===== config.mk =====
export PLATFORM = sky130hd
export DESIGN_NAME = demux_stream
export DESIGN_NICKNAME = d
export VERILOG_FILES = /design/src/rtl/demux_pkg.sv /design/src/rtl/demux_slot.sv /design/src/rtl/demux_stream.sv
export SDC_FILE = /design/constraint.sdc
export NUM_CORES = 2
export LEC_CHECK = 0
export BUFFER_PORTS_ARGS = -buffer_cell sky130_fd_sc_hd__clkbuf_2
export CAP_MARGIN = 40
export CORE_AREA = 3 3 444 446
export CTS_CLUSTER_DIAMETER = 200
export CTS_CLUSTER_SIZE = 24
export DETAILED_ROUTE_END_ITERATION = 16
export DIE_AREA = 0 0 447 449
export PLACE_DENSITY = 0.43
export SYNTH_ARGS = -nofsm -noshare
export SYNTH_HDL_FRONTEND = slang
export SYNTH_SLANG_ARGS = --single-unit

===== constraint.sdc =====
create_clock -name clk -period 4.1 [get_ports clk]
set_input_delay 0.205 -clock clk [delete_from_list [all_inputs] [get_ports clk]]
set_output_delay 0.205 -clock clk [all_outputs]
set_load 0.05 [all_outputs]

===== src/rtl/demux_pkg.sv =====
// -----------------------------------------------------------------------------
// demux_pkg
// Shared definitions for the demux_stream block:
//   OOR_COUNT_WIDTH / OOR_COUNT_MAX : width and ceiling of the dropped-beat counter
//   slot_state_t                    : per-lane holding register occupancy
//   sat_inc()                       : saturating increment for the dropped-beat counter
// -----------------------------------------------------------------------------
package demux_pkg;

    localparam int OOR_COUNT_WIDTH = 16;
    localparam logic [OOR_COUNT_WIDTH-1:0] OOR_COUNT_MAX = 16'hFFFF;

    typedef enum logic {
        SLOT_EMPTY = 1'b0,
        SLOT_FULL  = 1'b1
    } slot_state_t;

    // Increment that sticks at the ceiling instead of wrapping to zero.
    function automatic logic [OOR_COUNT_WIDTH-1:0] sat_inc(
        input logic [OOR_COUNT_WIDTH-1:0] value
    );
        logic [OOR_COUNT_WIDTH-1:0] result;
        if (value == OOR_COUNT_MAX) begin
            result = value;
        end else begin
            result = value + 16'd1;
        end
        return result;
    endfunction

endpackage


===== src/rtl/demux_slot.sv =====
// -----------------------------------------------------------------------------
// demux_slot
// One-entry register stage for a single output lane of demux_stream.
// A write into a FULL slot is only issued when the slot drains in the same
// cycle, so the newer beat simply replaces the one leaving.
// Ports:
//   clk, rst        : clock, synchronous active-high reset
//   i_wr_en         : load i_wr_data into the slot this cycle
//   i_wr_data       : beat payload
//   i_rd_ready      : lane consumer accepts the parked beat
//   o_valid         : slot FULL
//   o_data          : parked payload (holds last written value when EMPTY)
//   o_can_accept    : slot can take a write this cycle (EMPTY or draining)
// -----------------------------------------------------------------------------
module demux_slot
    import demux_pkg::*;
#(
    parameter int DATA_WIDTH = 32
) (
    input  logic                  clk,
    input  logic                  rst,
    input  logic                  i_wr_en,
    input  logic [DATA_WIDTH-1:0] i_wr_data,
    input  logic                  i_rd_ready,
    output logic                  o_valid,
    output logic [DATA_WIDTH-1:0] o_data,
    output logic                  o_can_accept
);

    slot_state_t           r_state;
    slot_state_t           w_state_next;
    logic [DATA_WIDTH-1:0] r_data;

    // Occupancy state register.
    always_ff @(posedge clk) begin
        if (rst) begin
            r_state <= SLOT_EMPTY;
        end else begin
            r_state <= w_state_next;
        end
    end

    // Occupancy next-state: a write always leaves the slot FULL.
    always_comb begin
        w_state_next = r_state;
        case (r_state)
            SLOT_EMPTY: begin
                if (i_wr_en) begin
                    w_state_next = SLOT_FULL;
                end else begin
                    w_state_next = SLOT_EMPTY;
                end
            end
            SLOT_FULL: begin
                if (i_wr_en) begin
                    w_state_next = SLOT_FULL;
                end else if (i_rd_ready) begin
                    w_state_next = SLOT_EMPTY;
                end else begin
                    w_state_next = SLOT_FULL;
                end
            end
            default: begin
                w_state_next = SLOT_EMPTY;
            end
        endcase
    end

    // Payload register: only a write changes it, so it keeps the last beat after draining.
    always_ff @(posedge clk) begin
        if (rst) begin
            r_data <= {DATA_WIDTH{1'b0}};
        end else if (i_wr_en) begin
            r_data <= i_wr_data;
        end else begin
            r_data <= r_data;
        end
    end

    assign o_valid      = (r_state == SLOT_FULL);
    assign o_data       = r_data;
    assign o_can_accept = (r_state == SLOT_EMPTY) || i_rd_ready;

endmodule


===== src/rtl/demux_stream.sv =====
// -----------------------------------------------------------------------------
// demux_stream
// Registered one-to-N valid/ready stream demultiplexer. Each accepted beat is
// parked in the holding register of the lane named by in_sel; lanes stall
// independently. Indices >= NUM_OUTPUTS are accepted and dropped, and counted
// in a saturating counter.
// Optional feature (macro DEMUX_BROADCAST_EN): adds in_bcast; a broadcast beat
// waits until every lane can accept and is then written to all lanes.
// Ports:
//   clk, rst   : clock, synchronous active-high reset (flushes all lanes)
//   in_data    : beat payload
//   in_sel     : destination lane index
//   in_valid   : producer has a beat
//   in_ready   : beat accepted this cycle (combinational from in_sel, out_ready, state)
//   in_bcast   : broadcast request (DEMUX_BROADCAST_EN only)
//   out_data   : per-lane payload, unpacked array
//   out_valid  : per-lane beat present
//   out_ready  : per-lane consumer accepts
//   oor_count  : saturating count of dropped out-of-range beats
// -----------------------------------------------------------------------------
module demux_stream
    import demux_pkg::*;
#(
    parameter int DATA_WIDTH  = 32,
    parameter int NUM_OUTPUTS = 32,
    parameter int SEL_WIDTH   = $clog2(NUM_OUTPUTS)
) (
    input  logic                       clk,
    input  logic                       rst,
    input  logic [DATA_WIDTH-1:0]      in_data,
    input  logic [SEL_WIDTH-1:0]       in_sel,
    input  logic                       in_valid,
    output logic                       in_ready,
`ifdef DEMUX_BROADCAST_EN
    input  logic                       in_bcast,
`endif
    output logic [DATA_WIDTH-1:0]      out_data [NUM_OUTPUTS],
    output logic [NUM_OUTPUTS-1:0]     out_valid,
    input  logic [NUM_OUTPUTS-1:0]     out_ready,
    output logic [OOR_COUNT_WIDTH-1:0] oor_count
);

    logic [NUM_OUTPUTS-1:0]     w_can_accept;
    logic [NUM_OUTPUTS-1:0]     w_wr_en;
    logic                       w_bcast;
    logic                       w_sel_in_range;
    logic                       w_sel_ready;
    logic                       w_all_ready;
    logic                       w_xfer;
    logic                       w_oor_xfer;
    logic [OOR_COUNT_WIDTH-1:0] r_oor_count;

`ifdef DEMUX_BROADCAST_EN
    assign w_bcast = in_bcast;
`else
    assign w_bcast = 1'b0;
`endif

    // Index can only exceed the lane count when NUM_OUTPUTS is not a power of two.
    assign w_sel_in_range = (32'(in_sel) < 32'(NUM_OUTPUTS));
    assign w_all_ready    = &w_can_accept;

    // Ready selection over the addressed lane; out-of-range beats are always taken.
    always_comb begin
        w_sel_ready = 1'b0;
        for (int k = 0; k < NUM_OUTPUTS; k++) begin
            w_sel_ready = w_sel_ready | ((in_sel == SEL_WIDTH'(k)) & w_can_accept[k]);
        end
        if (w_bcast) begin
            in_ready = w_all_ready;
        end else if (!w_sel_in_range) begin
            in_ready = 1'b1;
        end else begin
            in_ready = w_sel_ready;
        end
    end

    assign w_xfer     = in_valid && in_ready;
    assign w_oor_xfer = w_xfer && !w_bcast && !w_sel_in_range;

    // Lane write decode: one-hot on a unicast transfer, all lanes on a broadcast.
    always_comb begin
        w_wr_en = {NUM_OUTPUTS{1'b0}};
        for (int k = 0; k < NUM_OUTPUTS; k++) begin
            w_wr_en[k] = w_xfer && (w_bcast || (w_sel_in_range && (in_sel == SEL_WIDTH'(k))));
        end
    end

    // Dropped-beat counter.
    always_ff @(posedge clk) begin
        if (rst) begin
            r_oor_count <= {OOR_COUNT_WIDTH{1'b0}};
        end else if (w_oor_xfer) begin
            r_oor_count <= sat_inc(r_oor_count);
        end else begin
            r_oor_count <= r_oor_count;
        end
    end

    assign oor_count = r_oor_count;

    for (genvar g = 0; g < NUM_OUTPUTS; g++) begin : g_lane
        demux_slot #(
            .DATA_WIDTH (DATA_WIDTH)
        ) u_slot (
            .clk          (clk),
            .rst          (rst),
            .i_wr_en      (w_wr_en[g]),
            .i_wr_data    (in_data),
            .i_rd_ready   (out_ready[g]),
            .o_valid      (out_valid[g]),
            .o_data       (out_data[g]),
            .o_can_accept (w_can_accept[g])
        );
    end

endmodule


==> results_dict.tcl <==
set metrics [dict create \
    status "completed" \
    sw_frac_of_total 0.267 \
    report.final.slew_viol_count 0 \
    drtPass1Iterations 5 \
    fin_skew_ps 43.7 \
    fp.dieH_um 449 \
    initial_core_util 0.183 \
    clk_pin_slew_worst_paths_ps 110 \
    timing.final.crit_period_ps 3180 \
    hold_path.class "primary input to flop" \
    ys_warn_count 0 \
    netlist_instances 3712 \
    gr-total-overflow 0 \
    worstSetupPathType "flop to flop" \
    cts.htree.levels 2 \
    rsz0062_at_grt "false" \
    finalHoldViolations 0 \
    grt_max_degree 176 \
    ioPinCount 1145 \
    wl_per_cell_um 27.1 \
    cts_tree "built" \
    clock_latency_ps 710 \
    synth.top_cell.area_share 0.597 \
    cp-start-kind "flop" \
    fmax_ghz 0.315 \
    yosysTopAreaCell "dfxtp_1" \
    gp_congestion 0.824 \
    port_buffers 1128 \
    fp.dieW_um 447 \
    fin_util 0.239 \
    synth_cell_type_count 48 \
    p_leak_nw 18.2 \
    die_area_mm2 0.201 \
    worst_slew_pin_slew_ps 879 \
    avgSynthCellArea_um2 9.54 \
    post-place-cells 7138 \
    synth_edf_count 0 \
    cts_buffer_depth 3 \
    slew_headroom 0.412 \
    layout_common_cells "1127 x clkbuf_2, 1056 x dfxtp_1, 647 x nand2_1" \
    cts_sinks 1056 \
    synth_area_leaders "dfxtp_1 60%, o21ai_0 8.2%, nand2b_1 7.4%" \
    core.rowCount 161 \
    core-area_mm2 0.193 \
    area_delta_synth_final_pct 30.2 \
    instances_no_fill 7257 \
    ant_nets 0 \
    max_cap_viol_count 0 \
    synthArstFlopShare 0 \
    holdPathStages 3 \
    critPathCaptureType "flop" \
    final-setup-viol-count 0 \
    antenna_found_initial 19 \
    drt_iter0_markers 2603 \
    ys_seq_area_frac 0.597 \
    root_buffer "clkbuf_16" \
    power_density_mw_per_mm2 379 \
    num_vias 31773 \
    cp.required_ps 4640 \
    syn_area_mm2 0.0354 \
    p_int_mw 12.8 \
    drive_gt1_frac 0.296 \
    fin_tns_setup_ps 0 \
    switching_power_mw 4.66 \
    drcViolationCount 0 \
    crit_fanout 47 \
    peakVddDrop_mv 0.308 \
    fillCellCount 21150 \
    grt_pass1_vias 30137 \
    final_common_cell "clkbuf_2" \
    rr_worst_depth 7 \
    layout.nets 4789 \
    post_cts_buffers 0 \
    hpwl_mm 144 \
    routed_wl_mm 197 \
    pwr-share-clk 0.325 \
    grt_first_pass_wirelength_mm 262 \
    via_per_inst 4.38 \
    critPathArrivalTime_ps 3720 \
    gr-usage-all-layers 0.186 \
    period_share 0.775 \
    ys_ff_latch 1056 \
    power_frac_comb 0.082 \
    ys.flop_type "dfxtp_1" \
    cts_made_buffers 49 \
    finalHoldWorstSlack_ps 45.2 \
    p_seq_frac 0.593 \
]
-- synthesized netlist by cell type (2+ instances only) --
cell,instances
dfxtp_1,1056
and4b_1,4
nand2b_1,416
o21ai_0,580
o22ai_1,353
o211ai_4,2
nor4b_4,2
nor2_1,28
buf_6,6
a31oi_1,8
buf_4,54
nand3_1,21
o2bb2ai_1,43
clkbuf_2,2
and4_1,2
nor4b_2,2
o2bb2ai_2,30
a31oi_2,2
a21oi_1,26
clkbuf_1,219
a22o_1,3
buf_2,78
buf_1,3
a222oi_1,2
nor4_4,2
nor2b_1,44
and3_1,12
a22oi_1,6
and4bb_2,4
a2bb2o_1,23
nand2_1,658
nand2_2,5
-- critical path, cell delays in order, from the launching register on --
cell and delay, ps:
dfxtp_1 470, nor2b_1 460, a2bb2oi_1 230, o31a_1 320, o211ai_4 330, nand2_4 590, buf_4 430, o22ai_1 120
-- cell families (layout without fill, tap and decap cells) --
logic type	count (synthesis)	count (layout)	share of synthesized area
compound gates	1085	1085	0.186
flops	1056	1056	0.597
other cells	1	29	0.000106
simple gates	1207	1207	0.168
buf+inv	363	1354	0.0483
-- per-stage QoR --
step                total power [mW]  setup WS, ps  instance area [um^2]
global route                    18.1           819                 46100
floorplan                       11.4          1940                 35500
detailed placement              12.0           604                 44300
global placement                12.0           626                 43700
CTS                             17.7           923                 46100
finish                          17.5           921                 46100
-- final timing paths --
path / from / end / slack, ps
worst max-delay path: g_lane[19].u_slot.o_valid$_SDFF_PP0_ / g_lane[24].u_slot.o_data[1]$_SDFFE_PP0P_ / 920
worst min-delay path: in_data[1] / g_lane[18].u_slot.o_data[1]$_SDFFE_PP0P_ / 50
worst max register to register: g_lane[19].u_slot.o_valid$_SDFF_PP0_ / g_lane[24].u_slot.o_data[1]$_SDFFE_PP0P_ / 920
worst min register to register: g_lane[30].u_slot.o_data[6]$_SDFFE_PP0P_ / g_lane[30].u_slot.o_data[6]$_SDFFE_PP0P_ / 460
-- layout make-up --
type                    instances  area [um^2]  area share
clock buffers                  49         1230      0.0266
multi-input cells            2308        12900       0.280
repair buffers               1301         7580       0.164
well taps                    2526         3160      0.0686
diodes                         13         32.5    0.000706
inverters                       1         3.75   0.0000814
clock inverters                 3         41.3    0.000896
flip-flops and latches       1056        21100       0.459
-- routing by layer --
layer  track usage  share of wire
met1         0.220           0.40
met2         0.325           0.49
met3        0.0421          0.072
met4        0.0687          0.041
met5             0       0.000051
-- registers in the layout, indices dropped and copies added, names as in the netlist --
signal                 count
g_lane.u_slot.o_data    1024
g_lane.u_slot.o_valid     32
-- power groups by stage --
stage | Sequential (mW) | Combinational (mW) | Clock, mW
after floorplan | 10.8 | 0.539 | 0
after global placement | 10.6 | 1.36 | 0
after detailed placement | 10.6 | 1.40 | 0
after CTS | 10.4 | 1.45 | 5.88
after global routing | 10.4 | 1.49 | 6.18
final | 10.4 | 1.43 | 5.67
-- repair_timing --
action | 4_1_cts | 5_1_grt
hold buffers | 54 | 0
gates resized for setup | 0 | 0
setup endpoints to repair | 0 | 0
hold endpoints to repair | 141 | 0
Note: power is estimated with default switching activity, not from simulation.
